## src/rtl/riscv_pkg.sv

```systemverilog
// Shared fetch-path types: datapath widths, the NOP filler instruction and the
// {pc, instr} entry that travels from fetch to decode.
package riscv_pkg;

    localparam int PC_W    = 8;
    localparam int INSTR_W = 32;

    localparam logic [INSTR_W-1:0] NOP_INSTR = 32'h0000_0013;

    typedef struct packed {
        logic [PC_W-1:0]    pc;
        logic [INSTR_W-1:0] instr;
    } fetch_entry_t;

endpackage

```

## src/rtl/fetch_fifo.sv

```systemverilog
// Show-ahead synchronous FIFO of fetch entries; clear discards all contents
// and takes priority over any same-cycle push or pop.
module fetch_fifo
    import riscv_pkg::*;
#(
    parameter int DEPTH = 4
) (
    input  logic                   clk,
    input  logic                   rst,
    input  logic                   push,
    input  fetch_entry_t           din,
    input  logic                   pop,
    input  logic                   clear,
    output logic [$clog2(DEPTH):0] count,
    output fetch_entry_t           head
);

    localparam int PTR_W = $clog2(DEPTH);
    localparam int CNT_W = PTR_W + 1;

    fetch_entry_t     r_mem [DEPTH];
    logic [PTR_W-1:0] r_wr_ptr;
    logic [PTR_W-1:0] r_rd_ptr;
    logic [CNT_W-1:0] r_count;

    logic w_do_push;
    logic w_do_pop;

    assign w_do_push = push && !clear;
    assign w_do_pop  = pop && !clear && (r_count != '0);

    // Storage carries no reset: a slot is only ever read after it was written.
    always_ff @(posedge clk) begin
        if (w_do_push) begin
            r_mem[r_wr_ptr] <= din;
        end
    end

    always_ff @(posedge clk or negedge rst) begin
        if (!rst) begin
            r_wr_ptr <= '0;
            r_rd_ptr <= '0;
            r_count  <= '0;
        end else if (clear) begin
            r_wr_ptr <= '0;
            r_rd_ptr <= '0;
            r_count  <= '0;
        end else begin
            if (w_do_push) begin
                r_wr_ptr <= r_wr_ptr + 1'b1;
            end
            if (w_do_pop) begin
                r_rd_ptr <= r_rd_ptr + 1'b1;
            end
            if (w_do_push && !w_do_pop) begin
                r_count <= r_count + 1'b1;
            end else if (w_do_pop && !w_do_push) begin
                r_count <= r_count - 1'b1;
            end
        end
    end

    assign count = r_count;
    assign head  = r_mem[r_rd_ptr];

endmodule

```

## src/rtl/instruction_fetch.sv

```systemverilog
// Fetch stage: issues one imem read per unstalled cycle, buffers returned
// {pc, instr} pairs and hands them to decode over valid/ready.
module instruction_fetch
    import riscv_pkg::*;
#(
    parameter int DEPTH = 4
) (
    input  logic               clk,
    input  logic               rst,
    input  logic [PC_W-1:0]    pc,
    output logic               pc_stall,
    input  logic               flush,
    output logic               imem_en,
    output logic [PC_W-1:0]    imem_addr,
    input  logic [INSTR_W-1:0] imem_rdata,
    output logic               if_valid,
    input  logic               if_ready,
    output logic [INSTR_W-1:0] if_instr,
    output logic [PC_W-1:0]    if_pc
);

    localparam int CNT_W = $clog2(DEPTH) + 1;

    logic               r_inflight;
    logic [PC_W-1:0]    r_pc_q;
    logic [CNT_W-1:0]   w_count;
    logic [CNT_W:0]     w_credit;
    logic               w_issue;
    logic               w_push;
    logic               w_pop;
    fetch_entry_t       w_push_entry;
    fetch_entry_t       w_head;

    // Credit counts the in-flight read as an occupied slot, so a returning
    // read always has room; only registered terms feed the stall.
    assign w_credit = {1'b0, w_count} + {{CNT_W{1'b0}}, r_inflight};
    assign pc_stall = (w_credit >= (CNT_W + 1)'(DEPTH));

    assign w_issue   = rst && !pc_stall && !flush;
    assign imem_en   = w_issue;
    assign imem_addr = pc;

    always_ff @(posedge clk or negedge rst) begin
        if (!rst) begin
            r_inflight <= 1'b0;
            r_pc_q     <= '0;
        end else begin
            r_inflight <= w_issue;
            if (w_issue) begin
                r_pc_q <= pc;
            end
        end
    end

    assign w_push             = r_inflight && !flush;
    assign w_push_entry.pc    = r_pc_q;
    assign w_push_entry.instr = imem_rdata;
    assign w_pop              = if_valid && if_ready && !flush;

    fetch_fifo #(
        .DEPTH (DEPTH)
    ) u_fifo (
        .clk   (clk),
        .rst   (rst),
        .push  (w_push),
        .din   (w_push_entry),
        .pop   (w_pop),
        .clear (flush),
        .count (w_count),
        .head  (w_head)
    );

    assign if_valid = (w_count != '0);
    assign if_instr = if_valid ? w_head.instr : NOP_INSTR;
    assign if_pc    = if_valid ? w_head.pc : '0;

endmodule
```

## config.mk

```make
export PLATFORM = sky130hd
export DESIGN_NAME = instruction_fetch
export DESIGN_NICKNAME = d
export VERILOG_FILES = /design/src/rtl/riscv_pkg.sv /design/src/rtl/fetch_fifo.sv /design/src/rtl/instruction_fetch.sv
export SDC_FILE = /design/constraint.sdc
export NUM_CORES = 1
export LEC_CHECK = 0
export ABC_CLOCK_PERIOD_IN_PS = 3200
export CELL_PAD_IN_SITES_DETAIL_PLACEMENT = 1
export CELL_PAD_IN_SITES_GLOBAL_PLACEMENT = 2
export CORE_MARGIN = 2
export CORE_UTILIZATION = 45
export CTS_CLUSTER_DIAMETER = 60
export DETAILED_ROUTE_END_ITERATION = 10
export PLACE_DENSITY = 0.9
export SLEW_MARGIN = 20
export SYNTH_ARGS = -nofsm -noshare
export SYNTH_HDL_FRONTEND = slang
export SYNTH_SLANG_ARGS = --single-unit
```

## constraint.sdc

```tcl
create_clock -name clk -period 3.2 [get_ports clk]
set_input_delay 0.48 -clock clk [delete_from_list [all_inputs] [get_ports clk]]
set_output_delay 0.48 -clock clk [all_outputs]
set_load 0.05 [all_outputs]
```

==> impl_metrics.tcl <==
set metrics [dict create \
    status "finished, final reports clean" \
    routabilityCongestion 0.704 \
    max_slew_margin 0.571 \
    finalCritPeriodShare 0.893 \
    drt-total-wl_um 14100 \
    power.total_mw 7.13 \
    syn-instance-count 340 \
    vias 3452 \
    powerDensity_nw_per_um2 824 \
    regToRegSetupSlack_ns 0.83 \
    wl_per_cell_um 22.0 \
    timing.setup.tns_ns 0 \
    postCtsHoldBufs 0 \
    syn_area_um2 6980 \
    vias_per_cell 5.39 \
    post-route-util 0.570 \
    synth_ff_type "edfxtp_1" \
    critical-path-top-delay-family "flip-flops" \
    clk_pin_slew_ns 0.07 \
    arrival_ns 2.38 \
    critPathKind "reg -> out" \
    drive_gt1_frac 0.316 \
    clockBufferDepth 2 \
    synth.area.top_cells "edfxtp_1 (69%), mux4_2 (13%), dfrtp_1 (5.7%)" \
    cap_violations 0 \
    timing.rr.end "u_fifo.count[1]" \
    max_slew.worst_pin.slew_ns 0.644 \
    setup_viol 0 \
    vdd_drop_max_uv 608 \
    ant_nets 0 \
    cts_root_buffer "clkbuf_16" \
    coreArea_um2 15200 \
    hold_violations 0 \
    rsz0062_at_grt "false" \
    synth_cell_types 33 \
    die_area_um2 16500 \
    htreeDepth 4 \
    hold_path_class "in -> async" \
    finalMaxSlewViolations 0 \
    grt_pass1_wl_um 22100 \
    cts_buffers 17 \
    cpPeakStageDelay_ns 0.78 \
    seq_area_frac_synth 0.746 \
    cts_resized 0 \
    clkSinkCount 176 \
    rows 45 \
    remaining_drc_errors 0 \
    diodes 0 \
    top_layer_used "met4" \
    drt-initial-drc-count 252 \
    syn_to_final_growth_pct 24.2 \
    yosys.area.top_type "edfxtp_1" \
    synthTopCellsByCount "edfxtp_1 (160), and2_1 (42), mux4_2 (40)" \
    ys_ff_latch 176 \
    syn_area_per_cell_um2 20.5 \
    met3_length_um 731 \
    grt_pass1_vias 3789 \
    cp_max_fo 25 \
    fin_crit_ns 2.86 \
    io_buffers 94 \
    grt_util_all_layers 0.187 \
    synth_top_cell_area_share 0.689 \
    nets 489 \
    clk_latency_ns 0.44 \
    path_cells "buf_12, mux4_2, and2_1, buf_4" \
    slowest_stage "dfrtp_4" \
    async_flop_share 0.0909 \
    overflow 0 \
    ios 95 \
    ys_warn_count 0 \
    hpwl_um 8970 \
    die_h_um 129 \
    yosys.cell_count.top_type "edfxtp_1" \
    fmax_ghz 0.350 \
    critPathRequiredTime_ns 2.72 \
    synth_edf_count 160 \
    ff2ff_path_depth 8 \
    fin_cells 641 \
    grt_max_degree 41 \
    reg2reg_from "u_fifo.count[0]" \
    antenna_found_initial 0 \
    firstDrtPassIters 4 \
    die_x_um 129 \
    wl_met1_um 5700 \
    dp.cells 609 \
    wl_met2_um 7420 \
    end_kind "output pin" \
    cts_tree "done" \
    p_leak_nw 2.95 \
    start_kind "flop" \
    postCtsSetupBuffers 0 \
    critPathBufInv 2 \
    skew_ns 0.00712 \
    initial_utilization 0.459 \
    syn-num-nets 389 \
]
[final cells by class]
type | count | area, µm²
clock buffers | 18 | 429
clock inverters | 14 | 155
fillers | 1351 | 6540
inverters | 6 | 22.5
multi-input cells | 132 | 1600
flip-flops and latches | 176 | 5210
well taps | 188 | 235
repair buffers | 107 | 1010
[metal layers]
metal,GRT usage,vias up
met3,0.0449,18
met4,0.0780,0
met1,0.231,1788
li1,-,1531
met5,0,-
met2,0.319,115
[cell usage in the layout, fill, tap and decap left out, drive strengths merged, types with 3 or more instances in the layout]
| master | n |
|---|---|
| mux4 | 40 |
| clkbuf | 18 |
| buf | 55 |
| inv | 11 |
| and2 | 42 |
| ha | 4 |
| nor2b | 3 |
| nor2 | 6 |
| or2 | 4 |
| clkdlybuf4s50 | 52 |
| nand2 | 3 |
| o21ai | 3 |
| mux2 | 8 |
| clkinvlp | 4 |
| edfxtp | 160 |
| dfrtp | 16 |
| clkinv | 3 |
[metrics by stage]
stage	area (µm²)	hold slack [ns]	worst slack, ns
5_1_grt	8660	0.480	0.175
4_1_cts	8660	0.456	0.262
6_report	8660	0.466	0.342
2_1_floorplan	6980	0.184	0.953
3_5_place_dp	8080	0.518	0.470
3_3_place_gp	8080	0.495	0.621
[report_power, final]
part | total, mW | switching (mW) | internal, mW | leakage (nW)
clock | 2.05 | 0.886 | 1.16 | 0.276
combinational | 2.27 | 1.41 | 0.866 | 1.03
sequential | 2.82 | 0.167 | 2.65 | 1.64
total | 7.13 | 2.46 | 4.68 | 2.95
[registers in the layout (all words and copies together), names as in the netlist]
name,count
u_fifo.r_rd_ptr,2
r_pc_q,8
u_fifo.count,3
u_fifo.r_wr_ptr,2
r_inflight,1
u_fifo.r_mem,160
[worst max path at each step]
stage	to	start	depth (start not counted)
finish	if_instr[10]	u_fifo.r_rd_ptr[0]	4
global route	if_pc[6]	u_fifo.r_rd_ptr[0]	4
CTS	if_instr[3]	u_fifo.r_rd_ptr[0]	4
detailed placement	u_fifo.count[1]	if_ready	7
global placement	u_fifo.count[1]	if_ready	7
floorplan	u_fifo.r_mem[0][0]	flush	3
[cell families (layout without fill, tap and decap cells)]
family | count (synthesis) | after routing | synth area share
flip-flops | 176 | 176 | 0.746
AND/OR/NAND/NOR | 64 | 64 | 0.0554
multiplexers | 49 | 49 | 0.148
buffers and inverters | 32 | 145 | 0.0249
AO/OA/AOI/OAI | 10 | 10 | 0.0106
adder cells (fa/ha/maj) | 5 | 5 | 0.0100
XOR/XNOR | 4 | 4 | 0.00502
No activity file was read; power rests on OpenSTA's default activity.
